$ cat src/rtl/instruction_fetch_unit.sv
// ============================================================================
// Module      : instruction_fetch_unit
// Description : Fetch stage of the single-issue RISC-V core. Owns the program
//               counter, presents it to instruction_memory, and captures the
//               returned (combinational) instruction word into the IF/ID
//               register. {pc, instr} is handed to decode over valid/ready.
//               The stage also handles stall, redirect, halt and out-of-range
//               fetch.
// Ports       : clk, reset (sync, active-high)
//               pc (out)                    fetch address to memory
//               instruction_code (in)       instruction word at pc
//               redirect_valid/redirect_pc  branch/jump redirect
//               halt_req (in)               stop fetching
//               id_ready (in) / id_valid, id_instr, id_pc (out)  decode port
//               halted (out)                FSM is in HALT
//               fetch_fault (out)           sticky out-of-range fetch flag
//               misalign_trap (out)         only with FETCH_MISALIGN_TRAP_EN
// Config      : FETCH_MISALIGN_TRAP_EN - when defined, a misaligned redirect
//               traps (1-cycle misalign_trap pulse, enter HALT) instead of
//               having its low two bits forced to zero.
// Revision    : 1.0 - initial release
// ============================================================================
`default_nettype none

module instruction_fetch_unit #(
  parameter logic [31:0] RESET_PC  = 32'h0000_0000,
  parameter int          MEM_BYTES = 32,
  parameter logic [31:0] NOP_INSTR = 32'h0000_0013
) (
  input  logic        clk,
  input  logic        reset,
  output logic [31:0] pc,
  input  logic [31:0] instruction_code,
  input  logic        redirect_valid,
  input  logic [31:0] redirect_pc,
  input  logic        halt_req,
  input  logic        id_ready,
  output logic        id_valid,
  output logic [31:0] id_instr,
  output logic [31:0] id_pc,
  output logic        halted,
  output logic        fetch_fault
`ifdef FETCH_MISALIGN_TRAP_EN
  ,output logic       misalign_trap
`endif
);

  // Highest word address that still lies inside instruction memory.
  localparam logic [31:0] LAST_PC = 32'(MEM_BYTES - 4);

  typedef enum logic [1:0] {
    BOOT = 2'd0,
    RUN  = 2'd1,
    HALT = 2'd2
  } state_t;

  state_t      state_q, state_d;
  logic [31:0] pc_q, pc_d;
  logic        id_valid_q, id_valid_d;
  logic [31:0] id_instr_q, id_instr_d;
  logic [31:0] id_pc_q, id_pc_d;
  logic        fault_q, fault_d;
  logic        trap_q, trap_d;

  logic        fire;
  logic        redirect_misaligned;
  logic [31:0] redirect_aligned;

  assign fire             = (state_q == RUN) && (!id_valid_q || id_ready);
  assign redirect_aligned = {redirect_pc[31:2], 2'b00};

`ifdef FETCH_MISALIGN_TRAP_EN
  assign redirect_misaligned = (redirect_pc[1:0] != 2'b00);
  assign misalign_trap       = trap_q;
`else
  // Without the trap option the low bits are simply discarded.
  logic unused_redirect_lsbs;
  assign unused_redirect_lsbs = ^redirect_pc[1:0];
  assign redirect_misaligned  = 1'b0;
`endif

  always_comb begin
    state_d    = state_q;
    pc_d       = pc_q;
    id_valid_d = id_valid_q;
    id_instr_d = id_instr_q;
    id_pc_d    = id_pc_q;
    fault_d    = fault_q;
    trap_d     = 1'b0;

    // A held entry that decode takes this cycle is retired unless a new
    // capture below replaces it.
    if (id_valid_q && id_ready) begin
      id_valid_d = 1'b0;
    end

    case (state_q)
      BOOT: begin
        // One idle cycle after reset so memory contents settle before use.
        state_d = RUN;
      end

      RUN: begin
        if (redirect_valid) begin
          id_valid_d = 1'b0;
          if (redirect_misaligned) begin
            trap_d  = 1'b1;
            state_d = HALT;
          end else begin
            pc_d = redirect_aligned;
          end
        end else if (halt_req) begin
          state_d = HALT;
        end else if (fire && (pc_q > LAST_PC)) begin
          fault_d = 1'b1;
          state_d = HALT;
        end else if (fire) begin
          id_instr_d = instruction_code;
          id_pc_d    = pc_q;
          id_valid_d = 1'b1;
          pc_d       = pc_q + 32'd4;
        end
      end

      HALT: begin
        if (redirect_valid) begin
          id_valid_d = 1'b0;
          if (redirect_misaligned) begin
            trap_d = 1'b1;
          end else begin
            pc_d    = redirect_aligned;
            fault_d = 1'b0;
            state_d = RUN;
          end
        end
      end

      default: begin
        state_d = BOOT;
      end
    endcase
  end

  always_ff @(posedge clk) begin
    if (reset) begin
      state_q    <= BOOT;
      pc_q       <= RESET_PC;
      id_valid_q <= 1'b0;
      id_instr_q <= NOP_INSTR;
      id_pc_q    <= 32'd0;
      fault_q    <= 1'b0;
      trap_q     <= 1'b0;
    end else begin
      state_q    <= state_d;
      pc_q       <= pc_d;
      id_valid_q <= id_valid_d;
      id_instr_q <= id_instr_d;
      id_pc_q    <= id_pc_d;
      fault_q    <= fault_d;
      trap_q     <= trap_d;
    end
  end

`ifndef FETCH_MISALIGN_TRAP_EN
  // The trap flop has no consumer in this build.
  logic unused_trap;
  assign unused_trap = trap_q;
`endif

  assign pc          = pc_q;
  assign id_valid    = id_valid_q;
  assign id_instr    = id_instr_q;
  assign id_pc       = id_pc_q;
  assign halted      = (state_q == HALT);
  assign fetch_fault = fault_q;

endmodule

`default_nettype wire

$ cat config.mk
export PLATFORM = sky130hd
export DESIGN_NAME = instruction_fetch_unit
export DESIGN_NICKNAME = d
export VERILOG_FILES = /design/src/rtl/instruction_fetch_unit.sv
export SDC_FILE = /design/constraint.sdc
export NUM_CORES = 1
export LEC_CHECK = 0
export BUFFER_PORTS_ARGS = -buffer_cell sky130_fd_sc_hd__buf_2
export CAP_MARGIN = 15
export CORE_UTILIZATION = 53
export CTS_CLUSTER_DIAMETER = 120
export DETAILED_ROUTE_END_ITERATION = 16
export GPL_ROUTABILITY_DRIVEN = 0
export GPL_TIMING_DRIVEN = 0
export PLACE_DENSITY = 0.83
export SETUP_SLACK_MARGIN = 0.02
export SYNTH_ARGS = -nofsm -noshare
export SYNTH_HDL_FRONTEND = slang
export SYNTH_SLANG_ARGS = --single-unit
$ cat constraint.sdc
create_clock -name clk -period 3.6 [get_ports clk]
set_input_delay 0.18 -clock clk [delete_from_list [all_inputs] [get_ports clk]]
set_output_delay 0.18 -clock clk [all_outputs]
set_load 0.05 [all_outputs]
# Yosys cells after proc, flatten, opt, wreduce, memory -nomap -nowiden
# Index checks and enable logic that the tools add are counted.
word_totals:
  ff_bits: 100
  inputBits: 69
  output_inout_bits: 99
  wordCells: 55
op_classes:
  n_addsub: 1
  order_cmp: 1
  n_eq_ne: 10
  muxes: 23
  bitwise_logic: 3
  n_reduce_logical: 11
op_table:
  columns: ["operator", "n"]
  rows:
  - ["$mux W32", 5]
  - ["$pmux W32 S2", 1]
  - ["$add A32 B3 Y32 const B", 1]
  - ["$gt A32 B5 Y1 const B", 1]
  - ["$reduce_and A5 Y1", 3]
  - ["$mux W1", 10]
  - ["$ne A3 B3 Y1 const B", 3]
  - ["$mux W2", 4]
  - ["$ne A2 B2 Y1 const B", 3]
  - ["$pmux W2 S3", 1]
  - ["$pmux W1 S2", 2]
  - ["$logic_and A1 B1 Y1", 3]
  - ["$ne A3 B2 Y1 const B", 1]
  - ["$not A1 Y1", 3]
  - ["$reduce_and A3 Y1", 1]
  - ["$eq A2 B1 Y1 const B", 1]
  - ["$eq A2 B2 Y1 const B", 1]
  - ["$logic_not A2 Y1", 1]
  - ["$ne A2 B1 Y1 const B", 1]
  - ["$reduce_bool A2 Y1", 1]
  - ["$logic_not A1 Y1", 1]
  - ["$logic_or A1 B1 Y1", 1]

# Depth between registers and ports, before layout
logic_depth:
  word_depth: 8
  mapped_depth: 10
  ltp_nobuf: 7

# Worst setup path after synthesis
# Ideal clock, no wire load.
synth_path:
  path_kind: "register -> register"
  start: "register state_q[0]"
  end: "register pc_q[22], in the netlist pc[22]"
  setup_time_ns: 0.119
  arrival_time_ns: 2.306
  required_ns: 3.481
  path_slack_ns: 1.175
  path_stages_with_launch: 8
  path_buffers: 2
  period_less_slack_ns: 2.425
  cell_sequence: "dfxtp_1 > inv_1 > ha_1 > or4_1 > o31a_1 > buf_6 > clkbuf_1 > o221a_2"
synth_via:
  word_cells_on_any_way: 11
  classes_between: "6 x eq/ne; 1 x mux; 4 x reduce/logical"
synth_lines:
  columns: ["element", "line", "text"]
  rows:
  - ["start: declaration", "57", "state_t state_q, state_d;"]
  - ["start signal: assignment", "154", "state_q <= state_d;"]
  - ["$eq A2 B2 Y1 *", null, null]
  - ["via halted", "41", "output logic halted,"]
  - ["$ne A2 B2 Y1 (no line) or $reduce_bool A2 Y1 (tied branches)", null, null]
  - ["$reduce_and A5 Y1 (no line)", null, null]
  - ["end signal: assignment", "155", "pc_q <= pc_d;"]
  - ["end: declaration", "58", "logic [31:0] pc_q, pc_d;"]
# The timed path passes the listed nets; every way through them passes the cells marked *.
# A chain may end at the register's enable or synchronous reset.

# Worst setup path after layout
layout_path:
  start: "register state_q[0]"
  end: "register pc_q[13], in the netlist pc[13]"
layout_via:
  elab_chain_cells: 5
  word_cells_on_any_way: 11
  classes_between: "6 x eq/ne; 1 x mux; 4 x reduce/logical"
layout_rtl:
  columns: ["element", "line", "text"]
  rows:
  - ["$eq A2 B1 Y1", "69, 97", null]
  - ["$logic_and A1 B1 Y1", "69", "assign fire = (state_q == RUN) && (!id_valid_q || id_ready);"]
  - ["$logic_and A1 B1 Y1", "114", "end else if (fire && (pc_q > LAST_PC)) begin"]
  - ["$ne A3 B3 Y1 (no line)", null, null]
  - ["$reduce_and A5 Y1 (no line)", null, null]
# Parallel ways exist; a longest one is shown, timed or not.

==> flow_metrics.py <==
metrics = {
    "grt": {
        "global_route.overflow_total": 0,
        "first_pass_grt_wire_length_um": 19700,
        "antenna_found_initial": 1,
        "vias_in_the_first_global_route": 4169,
        "maximum_number_of_pins_on_one_net_before_global_route_repair": 20,
        "gr-usage-all-layers_pct": 29.3,
    },
    "logic_synthesis": {
        "netlist_instances": 485,
        "top_count_cell_post_synth": "sky130_fd_sc_hd__dfxtp_1",
        "async_flop_share_pct": 0,
        "mux_contribution_to_synthesized_area_pct": 8.09,
        "netlist.area_leader.share_pct": 44.4,
        "syn-mean-instance-area_um2": 8.93,
        "synth_fa_ha_area_share_pct": 1.16,
        "synth-compound-area-share_pct": 18.3,
        "area_fraction_in_and_or_nand_and_nor_cells_after_synthesis_pct": 22.9,
        "netlist_top_cells_area": "sky130_fd_sc_hd__dfxtp_1 (44%), sky130_fd_sc_hd__mux2i_1 (8.1%), sky130_fd_sc_hd__nor2_1 (4.9%)",
        "dominantRegCellSynth": "sky130_fd_sc_hd__dfxtp_1",
        "synth_edf_count": 0,
        "share_of_the_synthesized_netlist_area_taken_by_xor_and_xnor_gates_pct": 0,
        "post_synth_instance_area_um2": 4330,
        "synth-warning-count": 0,
        "synth_top_family_by_area": "simple AND/OR/NAND/NOR gates",
        "yosysUniqueCellTypes": 54,
        "number_of_synthesized_register_bits": 96,
        "ys_seq_area_share_pct": 44.4,
        "synthDominantAreaCellType": "sky130_fd_sc_hd__dfxtp_1",
        "yosys-top-cells-count": "sky130_fd_sc_hd__dfxtp_1 (96), sky130_fd_sc_hd__nor2_1 (56), sky130_fd_sc_hd__nand2_1 (41)",
    },
    "cts": {
        "clock_latency_ns": 0.35,
        "cts_buffers": 9,
        "postCtsSetupRepairBufs": 0,
        "clock_sink_count": 96,
        "root_buffer": "sky130_fd_sc_hd__clkbuf_8",
        "cts_hold_repair.buffers": 0,
        "htreeDepth": 3,
        "cts_resized": 0,
        "tritoncts": "built",
        "cts.path.max_buffers": 2,
        "clk_transition_reported_paths_ns": 0.11,
    },
    "power_and_ir_drop": {
        "power.net_switching_mw": 1.67,
        "power_switching_share_pct": 45.8,
        "share_comb_of_total_power_pct": 41.9,
        "p_leak_nw": 2.41,
        "p_clk_share_pct": 20.9,
        "ir_worst_vdd_uv": 329,
        "seq_power_share_pct": 37.2,
        "power_density_nw_per_um2": 663,
        "internal-power_mw": 1.97,
    },
    "sta": {
        "finClkSkew_ns": 0.0134,
        "relSlewSlack_pct": 44.9,
        "post-route-min-period_ns": 2.60,
        "clock.fmax_mhz": 384,
        "tightest_slew_ns": 0.820,
        "finalMaxSlewViolations": 0,
        "rsz0062_at_grt": "false",
        "timing.final.setup_violations": 0,
        "final_hold_viol_count": 0,
        "postLayoutSetupSlackWorst_ns": 0.999,
        "finalCritPeriodShare_pct": 72.3,
        "tns_ns": 0,
    },
    "finish": {
        "antenna_cells": 0,
        "drive_above_1_share_pct": 31.4,
        "fillers": 635,
        "nNetsFinal": 733,
        "final_core_utilization_pct": 70.3,
        "syn_to_final_growth_pct": 26.8,
        "postLayoutCellArea_um2": 5490,
    },
    "routing": {
        "via_count": 4445,
        "route.detailed.drc": 0,
        "wl_met1_um": 5030,
        "met3_length_um": 1330,
        "drt_first_iter_violations": 491,
        "routed_wl_um": 12600,
        "average_wire_per_cell_in_the_routed_design_um": 16.4,
        "route.top_layer_used": "met5",
        "drt_first_pass_iters": 5,
        "final_antenna_net_count": 0,
        "wl_met2_um": 5880,
        "post_drt_via_cell_ratio": 5.80,
    },
    "critical_path": {
        "critPathArrivalTime_ns": 2.89,
        "critPathRequiredTime_ns": 3.88,
        "path_class": "register to register",
        "worst_setup_path_end_kind": "register",
        "cp_max_fo": 10,
        "timing.critical_path.from_type": "register",
        "worstRegToRegCells": 8,
    },
    "placed_design": {
        "place.detailed.hpwl_um": 9210,
        "numPortBuffers": 161,
        "dpl_worst_slack_ns": 1.07,
        "placedInstanceArea_um2": 5280,
    },
    "floorplanning": {
        "core_um2": 7810,
        "placement_rows": 32,
        "dieHeight_um": 92.4,
        "start_util_pct": 55.5,
        "top_level_ports": 168,
        "die_w_um": 92.4,
        "die_area_um2": 8540,
    },
    "worst_hold_path": {
        "worstHoldPathCells": 3,
        "min_path_type": "input port to register",
    },
    "job": {
        "maxCapViolations": 0,
    },
    "outcome": {
        "outcome": "finished, final reports clean",
    },
}
-- power groups by stage --
stage,Clock [mW],Sequential (mW),Combinational (mW)
final,0.760,1.36,1.53
after global routing,0.812,1.37,1.62
after CTS,0.769,1.35,1.50
after detailed placement,0,1.37,1.50
after global placement,0,1.36,1.47
after floorplan,0,1.72,0.741
-- placed cells by master (no fill, tap or decap), types with 3 or more instances in the layout --
| cell type | n |
|---|---|
| sky130_fd_sc_hd__o32ai_1 | 6 |
| sky130_fd_sc_hd__mux2i_1 | 35 |
| sky130_fd_sc_hd__a22o_1 | 3 |
| sky130_fd_sc_hd__nor4_2 | 5 |
| sky130_fd_sc_hd__buf_4 | 5 |
| sky130_fd_sc_hd__inv_6 | 3 |
| sky130_fd_sc_hd__clkbuf_1 | 19 |
| sky130_fd_sc_hd__a31oi_1 | 7 |
| sky130_fd_sc_hd__nor3_1 | 14 |
| sky130_fd_sc_hd__nor4_1 | 5 |
| sky130_fd_sc_hd__o31a_1 | 5 |
| sky130_fd_sc_hd__a41o_1 | 4 |
| sky130_fd_sc_hd__o31ai_1 | 4 |
| sky130_fd_sc_hd__inv_1 | 6 |
| sky130_fd_sc_hd__ha_1 | 4 |
| sky130_fd_sc_hd__nor2_1 | 56 |
| sky130_fd_sc_hd__clkbuf_8 | 9 |
| sky130_fd_sc_hd__buf_2 | 168 |
| sky130_fd_sc_hd__dfxtp_1 | 96 |
| sky130_fd_sc_hd__o21ai_0 | 23 |
| sky130_fd_sc_hd__and2_1 | 27 |
| sky130_fd_sc_hd__and3_1 | 5 |
| sky130_fd_sc_hd__nand2_1 | 41 |
| sky130_fd_sc_hd__a31o_2 | 3 |
| sky130_fd_sc_hd__nand3_1 | 7 |
| sky130_fd_sc_hd__nor2b_1 | 3 |
| sky130_fd_sc_hd__a21o_1 | 3 |
| sky130_fd_sc_hd__a21oi_1 | 34 |
| sky130_fd_sc_hd__buf_6 | 4 |
| sky130_fd_sc_hd__a211oi_1 | 10 |
| sky130_fd_sc_hd__conb_1 | 4 |
| sky130_fd_sc_hd__nand4_1 | 10 |
-- cells by family after synthesis --
family | Yosys count
AND/OR/NAND/NOR | 189
AO/OA/AOI/OAI | 117
flip-flops | 96
buffers and inverters | 43
multiplexers | 35
adder cells (fa/ha/maj) | 4
other | 1
-- per-layer routing --
layer / global-route usage (%) / vias up
met5: 0 / -
met4: 12.4 / 2
met3: 8.13 / 48
met2: 48.3 / 283
met1: 35.8 / 2015
li1: - / 2097
-- final timing paths --
path / start / endpoint / slack (ns)
max reg2reg: state_q[0] / pc[13] / 1.0
min: instruction_code[1] / id_instr[1] / 0.04
max: state_q[0] / pc[13] / 1.0
min reg2reg: id_pc[19] / id_pc[19] / 0.46
-- sequential cells by signal, summed over array words and instances (netlist names) --
register     count
id_pc           30
id_valid         1
state_q          2
pc              30
fetch_fault      1
id_instr        32
-- through the flow --
| step | hold WS, ns | power, mW | cells |
|---|---|---|---|
| 5_1_grt | 0.0532 | 3.80 | 767 |
| 4_1_cts | 0.0324 | 3.62 | 767 |
| 6_report | 0.0438 | 3.64 | 767 |
| 3_5_place_dp | 0.408 | 2.87 | 751 |
| 2_1_floorplan | 0.308 | 2.47 | 488 |
| 3_3_place_gp | 0.395 | 2.83 | 751 |
-- area by class of cell --
cell class / instances / area, um2 / area share [%]
clock inverter: 7 / 92.6 / 1.69
multi-input combinational: 349 / 2200 / 40.1
tap: 102 / 128 / 2.32
inverter: 6 / 22.5 / 0.410
sequential: 96 / 1920 / 35.0
timing repair buffer: 161 / 806 / 14.7
buffer: 37 / 196 / 3.58
clock buffer: 9 / 124 / 2.26
-- critical path: stages, from the launching register on --
cell	delay, ns
sky130_fd_sc_hd__dfxtp_1	0.35
sky130_fd_sc_hd__inv_1	0.07
sky130_fd_sc_hd__ha_1	0.32
sky130_fd_sc_hd__inv_1	0.08
sky130_fd_sc_hd__or4_1	0.53
sky130_fd_sc_hd__o31ai_4	0.42
sky130_fd_sc_hd__clkbuf_1	0.48
sky130_fd_sc_hd__nand2_1	0.13
sky130_fd_sc_hd__a21oi_1	0.14
Power figures use the tool's default switching activity.
